$ cat src/rtl/npu8_pkg.sv
// Shared NPU8 definitions: command opcodes, the command-master state encoding
// and the NPU8 register map used by the RTL and by tests.
package npu8_pkg;

  localparam logic [1:0] OP_WRITE = 2'd0;
  localparam logic [1:0] OP_READ  = 2'd1;
  localparam logic [1:0] OP_WAIT  = 2'd2;
  localparam logic [1:0] OP_NOP   = 2'd3;

  typedef enum logic [2:0] {
    ST_IDLE  = 3'd0,
    ST_WRITE = 3'd1,
    ST_READ  = 3'd2,
    ST_RLAT  = 3'd3,
    ST_RSP   = 3'd4,
    ST_WINT  = 3'd5
  } state_t;

  // NPU8 register map
  localparam logic [7:0] REG_STATUS     = 8'h00;
  localparam logic [7:0] REG_OP         = 8'h04;
  localparam logic [7:0] REG_START      = 8'h08;
  localparam logic [7:0] REG_SOFT_RESET = 8'h0C;
  localparam logic [7:0] REG_M0VAL      = 8'h14;
  localparam logic [7:0] REG_INT_CLR    = 8'h1C;
  localparam logic [7:0] REG_RMAX       = 8'h20;
  localparam logic [7:0] REG_RMIN       = 8'h24;

endpackage

$ cat src/rtl/npu8_timeout_cnt.sv
// Loadable down-counter with an expiry flag; shared by read-latency and
// interrupt-wait timing in the command master.
module npu8_timeout_cnt #(
  parameter int CNT_W = 16
) (
  input  logic             clk,
  input  logic             rst_n,
  input  logic             load,
  input  logic [CNT_W-1:0] load_val,
  input  logic             dec,
  output logic             expired
);

  logic [CNT_W-1:0] count;

  // Saturates at zero so a late dec cannot wrap into a fresh count.
  always_ff @(posedge clk or negedge rst_n) begin
    if (!rst_n) begin
      count <= '0;
    end else if (load) begin
      count <= load_val;
    end else if (dec && (count != '0)) begin
      count <= count - CNT_W'(1);
    end
  end

  assign expired = (count == '0);

endmodule

$ cat src/rtl/npu8_cmd_master.sv
// Command-stream initiator for the NPU8 register bus: WRITE / READ / WAIT_INT /
// NOP commands in, registered bus strobes out, read data returned as responses.
module npu8_cmd_master
  import npu8_pkg::*;
#(
  parameter int RD_LAT  = 1,
  parameter int TIMEOUT = 65535,
  parameter int CNT_W   = 16
) (
  input  logic        CLK,
  input  logic        RESET_X,
  input  logic        CMD_VALID,
  output logic        CMD_READY,
  input  logic [1:0]  CMD_OP,
  input  logic [7:0]  CMD_ADR,
  input  logic [31:0] CMD_WDATA,
  output logic        RSP_VALID,
  input  logic        RSP_READY,
  output logic [31:0] RSP_DATA,
  output logic [7:0]  ADR,
  output logic        WR,
  output logic        RD,
  output logic [31:0] WDATA,
  input  logic [31:0] RDATA,
  input  logic        INT,
  output logic        BUSY,
  output logic        TIMEOUT_ERR,
  output state_t      dbg_state
);

  // Handshakes: a transfer happens on a rising CLK edge where both valid and
  // ready are high. CMD: ready depends only on state, never on CMD_VALID.
  // RSP: once RSP_VALID rises, it and RSP_DATA hold until RSP_READY is seen.

  localparam logic [CNT_W-1:0] RD_LOAD = CNT_W'(RD_LAT - 1);
  localparam logic [CNT_W-1:0] TO_LOAD = (TIMEOUT == 0) ? '0 : CNT_W'(TIMEOUT - 1);
  localparam bit               TO_EN   = (TIMEOUT != 0);

  state_t           state_q, state_d;
  logic             wr_d, rd_d;
  logic [7:0]       adr_d;
  logic [31:0]      wdata_d;
  logic             rsp_valid_d;
  logic [31:0]      rsp_data_d;
  logic             err_d;
  logic             cnt_load;
  logic [CNT_W-1:0] cnt_load_val;
  logic             cnt_dec;
  logic             cnt_expired;

  npu8_timeout_cnt #(
    .CNT_W (CNT_W)
  ) u_cnt (
    .clk      (CLK),
    .rst_n    (RESET_X),
    .load     (cnt_load),
    .load_val (cnt_load_val),
    .dec      (cnt_dec),
    .expired  (cnt_expired)
  );

  always_comb begin
    state_d      = state_q;
    wr_d         = 1'b0;
    rd_d         = 1'b0;
    adr_d        = ADR;
    wdata_d      = WDATA;
    rsp_valid_d  = RSP_VALID;
    rsp_data_d   = RSP_DATA;
    err_d        = TIMEOUT_ERR;
    cnt_load     = 1'b0;
    cnt_load_val = RD_LOAD;
    cnt_dec      = 1'b0;

    case (state_q)
      ST_IDLE: begin
        if (CMD_VALID) begin
          err_d = 1'b0;
          case (CMD_OP)
            OP_WRITE: begin
              state_d = ST_WRITE;
              wr_d    = 1'b1;
              adr_d   = CMD_ADR;
              wdata_d = CMD_WDATA;
            end
            OP_READ: begin
              state_d = ST_READ;
              rd_d    = 1'b1;
              adr_d   = CMD_ADR;
            end
            OP_WAIT: begin
              // Loaded here so the first WINT cycle already holds TIMEOUT-1.
              state_d      = ST_WINT;
              cnt_load     = 1'b1;
              cnt_load_val = TO_LOAD;
            end
            default: ;
          endcase
        end
      end
      ST_WRITE: state_d = ST_IDLE;
      ST_READ: begin
        state_d  = ST_RLAT;
        cnt_load = 1'b1;
      end
      ST_RLAT: begin
        if (cnt_expired) begin
          state_d     = ST_RSP;
          rsp_valid_d = 1'b1;
          rsp_data_d  = RDATA;
        end else begin
          cnt_dec = 1'b1;
        end
      end
      ST_RSP: begin
        if (RSP_READY) begin
          state_d     = ST_IDLE;
          rsp_valid_d = 1'b0;
        end
      end
      ST_WINT: begin
        // INT wins over a timeout expiring in the same cycle.
        if (INT) begin
          state_d = ST_IDLE;
        end else if (TO_EN && cnt_expired) begin
          state_d = ST_IDLE;
          err_d   = 1'b1;
        end else begin
          cnt_dec = TO_EN;
        end
      end
      default: state_d = ST_IDLE;
    endcase
  end

  always_ff @(posedge CLK or negedge RESET_X) begin
    if (!RESET_X) begin
      state_q     <= ST_IDLE;
      WR          <= 1'b0;
      RD          <= 1'b0;
      ADR         <= '0;
      WDATA       <= '0;
      RSP_VALID   <= 1'b0;
      RSP_DATA    <= '0;
      TIMEOUT_ERR <= 1'b0;
    end else begin
      state_q     <= state_d;
      WR          <= wr_d;
      RD          <= rd_d;
      ADR         <= adr_d;
      WDATA       <= wdata_d;
      RSP_VALID   <= rsp_valid_d;
      RSP_DATA    <= rsp_data_d;
      TIMEOUT_ERR <= err_d;
    end
  end

  assign CMD_READY = (state_q == ST_IDLE);
  assign BUSY      = !CMD_READY;
  assign dbg_state = state_q;

endmodule

$ cat config.mk
export PLATFORM = sky130hd
export DESIGN_NAME = npu8_cmd_master
export DESIGN_NICKNAME = d
export VERILOG_FILES = /design/src/rtl/npu8_pkg.sv /design/src/rtl/npu8_timeout_cnt.sv /design/src/rtl/npu8_cmd_master.sv
export SDC_FILE = /design/constraint.sdc
export NUM_CORES = 1
export LEC_CHECK = 0
export ABC_AREA = 1
export BUFFER_PORTS_ARGS = -buffer_cell sky130_fd_sc_hd__buf_2
export CORE_MARGIN = 4
export CORE_UTILIZATION = 40
export CTS_CLUSTER_SIZE = 25
export DETAILED_ROUTE_END_ITERATION = 6
export GPL_TIMING_DRIVEN = 0
export PLACE_DENSITY = 0.67
export SYNTH_ARGS = -nofsm -noshare
export SYNTH_HDL_FRONTEND = slang
export SYNTH_SLANG_ARGS = --single-unit
$ cat constraint.sdc
create_clock -name CLK -period 1.9 [get_ports CLK]
set_clock_uncertainty 0.1 [all_clocks]
set_input_delay 0.38 -clock CLK [delete_from_list [all_inputs] [get_ports CLK]]
set_output_delay 0.38 -clock CLK [all_outputs]
set_load 0.01 [all_outputs]
==> flow_metrics.tcl <==
set metrics [dict create \
    outcome "finished clean" \
    wl_met1_um 4439 \
    syn-cell-area_um2 4244 \
    min_path_type "input port to flop" \
    crit_end "u_cnt.count[9]" \
    yosysTopAreaCell "dfrtp_1" \
    synth-xor-area-share_pct 0.6191 \
    yosys_warnings 0 \
    dr.pass1.iters 4 \
    antenna_found_initial 0 \
    start_util_pct 41.11 \
    vias 3853 \
    startpoint_type "flop" \
    yosys.area_share.simple_pct 26.71 \
    max_cap_viol_count 0 \
    die_w_um 111.0 \
    path_max_fanout 10 \
    grt_overflow_total 0 \
    fmax_mhz 535.9 \
    cts_buffer_depth 2 \
    synth_mux_area_share_pct 0 \
    grt_pass1_vias 3916 \
    vdd_drop_max_mv 0.7688 \
    crit_chain "inv_2 > nand3_1 > o21ai_1 > nand2_4 > a21oi_4 > buf_6 > a21oi_2" \
    pin_count 160 \
    placement_rows 37 \
    dp_hpwl_um 7936 \
    antennaDiodeCount 0 \
    dieArea_um2 12320 \
    reg2reg_from "dbg_state[1]" \
    path_depth 7 \
    finalNetCount 777 \
    area_growth_pct 32.64 \
    post_drt_wl_per_cell_um 12.68 \
    powerDensity_nw_per_um2 1363 \
    ff2ff_path_depth 7 \
    finalPower_w 0.007672 \
    synth_top_family_by_area "simple AND/OR/NAND/NOR gates" \
    p_leak_nw 3.108 \
    ff2ff_setup_slack_ns 0.03 \
    insertion_delay_ns 0.36 \
    drc 0 \
    slowest_stage "dfrtp_1" \
    period_minus_slack_ns 1.866 \
    clock-sinks 95 \
    fin_ws_ns 0.03402 \
    finalHoldViolCount 0 \
    grt_util_all_layers_pct 17.50 \
    root_buffer "clkbuf_8" \
    gp_congestion 0.8615 \
    grt_start_max_net_pins 64 \
    slowest_delay_ns 0.48 \
    seq_area_frac_synth_pct 56.01 \
    max_slew.worst_pin.slew_ns 0.4830 \
    num-fill-cells 974 \
    synthCells 514 \
    drt-total-wl_um 10610 \
    synthAdderAreaFrac_pct 0.5896 \
    port_buffers 159 \
    setup_violations 0 \
    worst_ep_arrival_time_ns 2.02 \
    core_area_um2 10320 \
    synth_top_area_share_pct 56.01 \
    avgViaCountPerCell 4.603 \
    reg2reg_to "u_cnt.count[9]" \
    syn_nets 595 \
    layout-drive-gt1-share_pct 34.52 \
    end_kind "flop" \
    grt_pass1_wl_um 17880 \
    highest_layer "met4" \
    path_clk_slew_ns 0.10 \
    period_share_pct 98.21 \
    synth_compound_area_share_pct 8.520 \
    slew_headroom_pct 67.68 \
    critical_path.startpoint "dbg_state[1]" \
    dp_slack_ns -0.06721 \
    cts_tree "done" \
    path_class "flop to flop" \
    cts_buffers 9 \
    synth.area.top_cells "dfrtp_1 (56%), nand2_1 (18%), inv_1 (4.7%)" \
    crit_required_ns 2.05 \
    cp_num_buf_inv 2 \
    cp_top_family "compound AO/OA/AOI/OAI gates" \
    slew_violations 0 \
    ant_nets 0 \
    h-tree-depth 3 \
    die_height_um 111.0 \
    rsz0062_at_grt "true" \
    ys_ff_latch 95 \
    syn_avg_cell_area_um2 8.257 \
    wl_met3_um 828 \
    dr_wl_met2_um 5105 \
    drtIter0Drc 218 \
    synthDistinctLibCells 30 \
]
[layer usage]
metal | vias to the layer above | track usage, %
met4 | 0 | 7.143
met3 | 16 | 5.459
met1 | 1771 | 21.36
li1 | 1946 | -
met5 | - | 0
met2 | 120 | 28.80
[area by class of cell]
class | instances | area, µm² | share of cell area, %
Buffer | 16 | 135.1 | 2.401
Clock buffer | 11 | 141.4 | 2.512
Clock inverter | 5 | 65.06 | 1.156
Inverter | 57 | 215.2 | 3.823
Multi-Input combinational cell | 346 | 1597 | 28.36
Sequential cell | 95 | 2377 | 42.23
Tap cell | 136 | 170.2 | 3.023
Timing Repair Buffer | 171 | 928.4 | 16.49
[through the flow]
step	util (%)	TNS [ns]	std cells	hold slack (ns)	cell area, µm²
2_1_floorplan	-	0	514	-0.01559	4244
3_3_place_gp	50.47	-53.94	809	0.3530	5210
3_5_place_dp	50.76	-0.7650	810	0.2558	5240
4_1_cts	52.94	0	828	0.08372	5465
5_1_grt	54.53	-0.5981	837	0.09099	5629
6_report	54.53	0	837	0.09751	5629
[Yosys cell counts, drive strengths merged]
library cell and instances:
clkinv 2, o21ai 40, nand4 1, a21oi 18, nor2 45, or2 3, ha 2, nand2 205
dfrtp 95, clkbuf 4, buf 12, inv 55, nand3 23, xnor2 1, nor3 3, o21a 1
xor2 2, o31ai 1, o21bai 1
[kinds of logic (layout without fill, tap and decap cells)]
family,after synthesis,after routing
XOR/XNOR,3,3
adder cells (fa/ha/maj),2,2
buffers and inverters,73,260
AND/OR/NAND/NOR,280,280
flip-flops,95,95
AO/OA/AOI/OAI,61,61
[placed cells by master, fill, tap and decap left out, types with 2 or more instances in the layout]
cell type,n
o21ai_0,23
clkinvlp_4,2
buf_2,163
dfrtp_1,95
nor3_1,2
nor2_4,2
buf_6,6
a21oi_1,7
clkbuf_8,10
nand2_1,199
xor2_1,2
a21oi_2,10
nor2_2,10
nor2_1,33
nand3_1,22
buf_4,13
inv_1,51
inv_2,4
or2_2,3
o21ai_1,16
nand2_2,4
[state kept, by name, indices dropped and copies added, names as in the netlist]
register	cells
RSP_VALID	1
RD	1
WR	1
TIMEOUT_ERR	1
RSP_DATA	32
u_cnt.count	16
WDATA	32
ADR	8
dbg_state	3
[power by group]
part           switching [W]  internal [W]  total (W)
sequential          0.000480       0.00266    0.00314
combinational        0.00180       0.00134    0.00314
clock               0.000735      0.000659    0.00139
total                0.00302       0.00465    0.00767
[worst min path at each step]
| stage | slack, ns | depth (start not counted) | startpoint | endpoint |
|---|---|---|---|---|
| floorplan | -0.02 | 0 | RESET_X | ADR[0] |
| global placement | 0.35 | 2 | ADR[6] | ADR[6] |
| detailed placement | 0.26 | 1 | RESET_X | ADR[7] |
| CTS | 0.08 | 3 | CMD_WDATA[16] | WDATA[16] |
| global route | 0.09 | 3 | CMD_WDATA[29] | WDATA[29] |
| finish | 0.1 | 3 | CMD_WDATA[15] | WDATA[15] |
[tightest hold or removal path: cells and delay by family]
kind / cells / cell delay [ns]
buf+inv: 1 / 0.07
simple gates: 2 / 0.08
[timing repair]
item,CTS,global route
pin swaps,0,3
buffers inserted,1,8
cloned,0,1
hold buffers,1,0
resized for setup,2,52
setup endpoints to repair,31,78
endpoints found under the hold margin,32,0
Note: power is estimated with default switching activity, not from simulation.
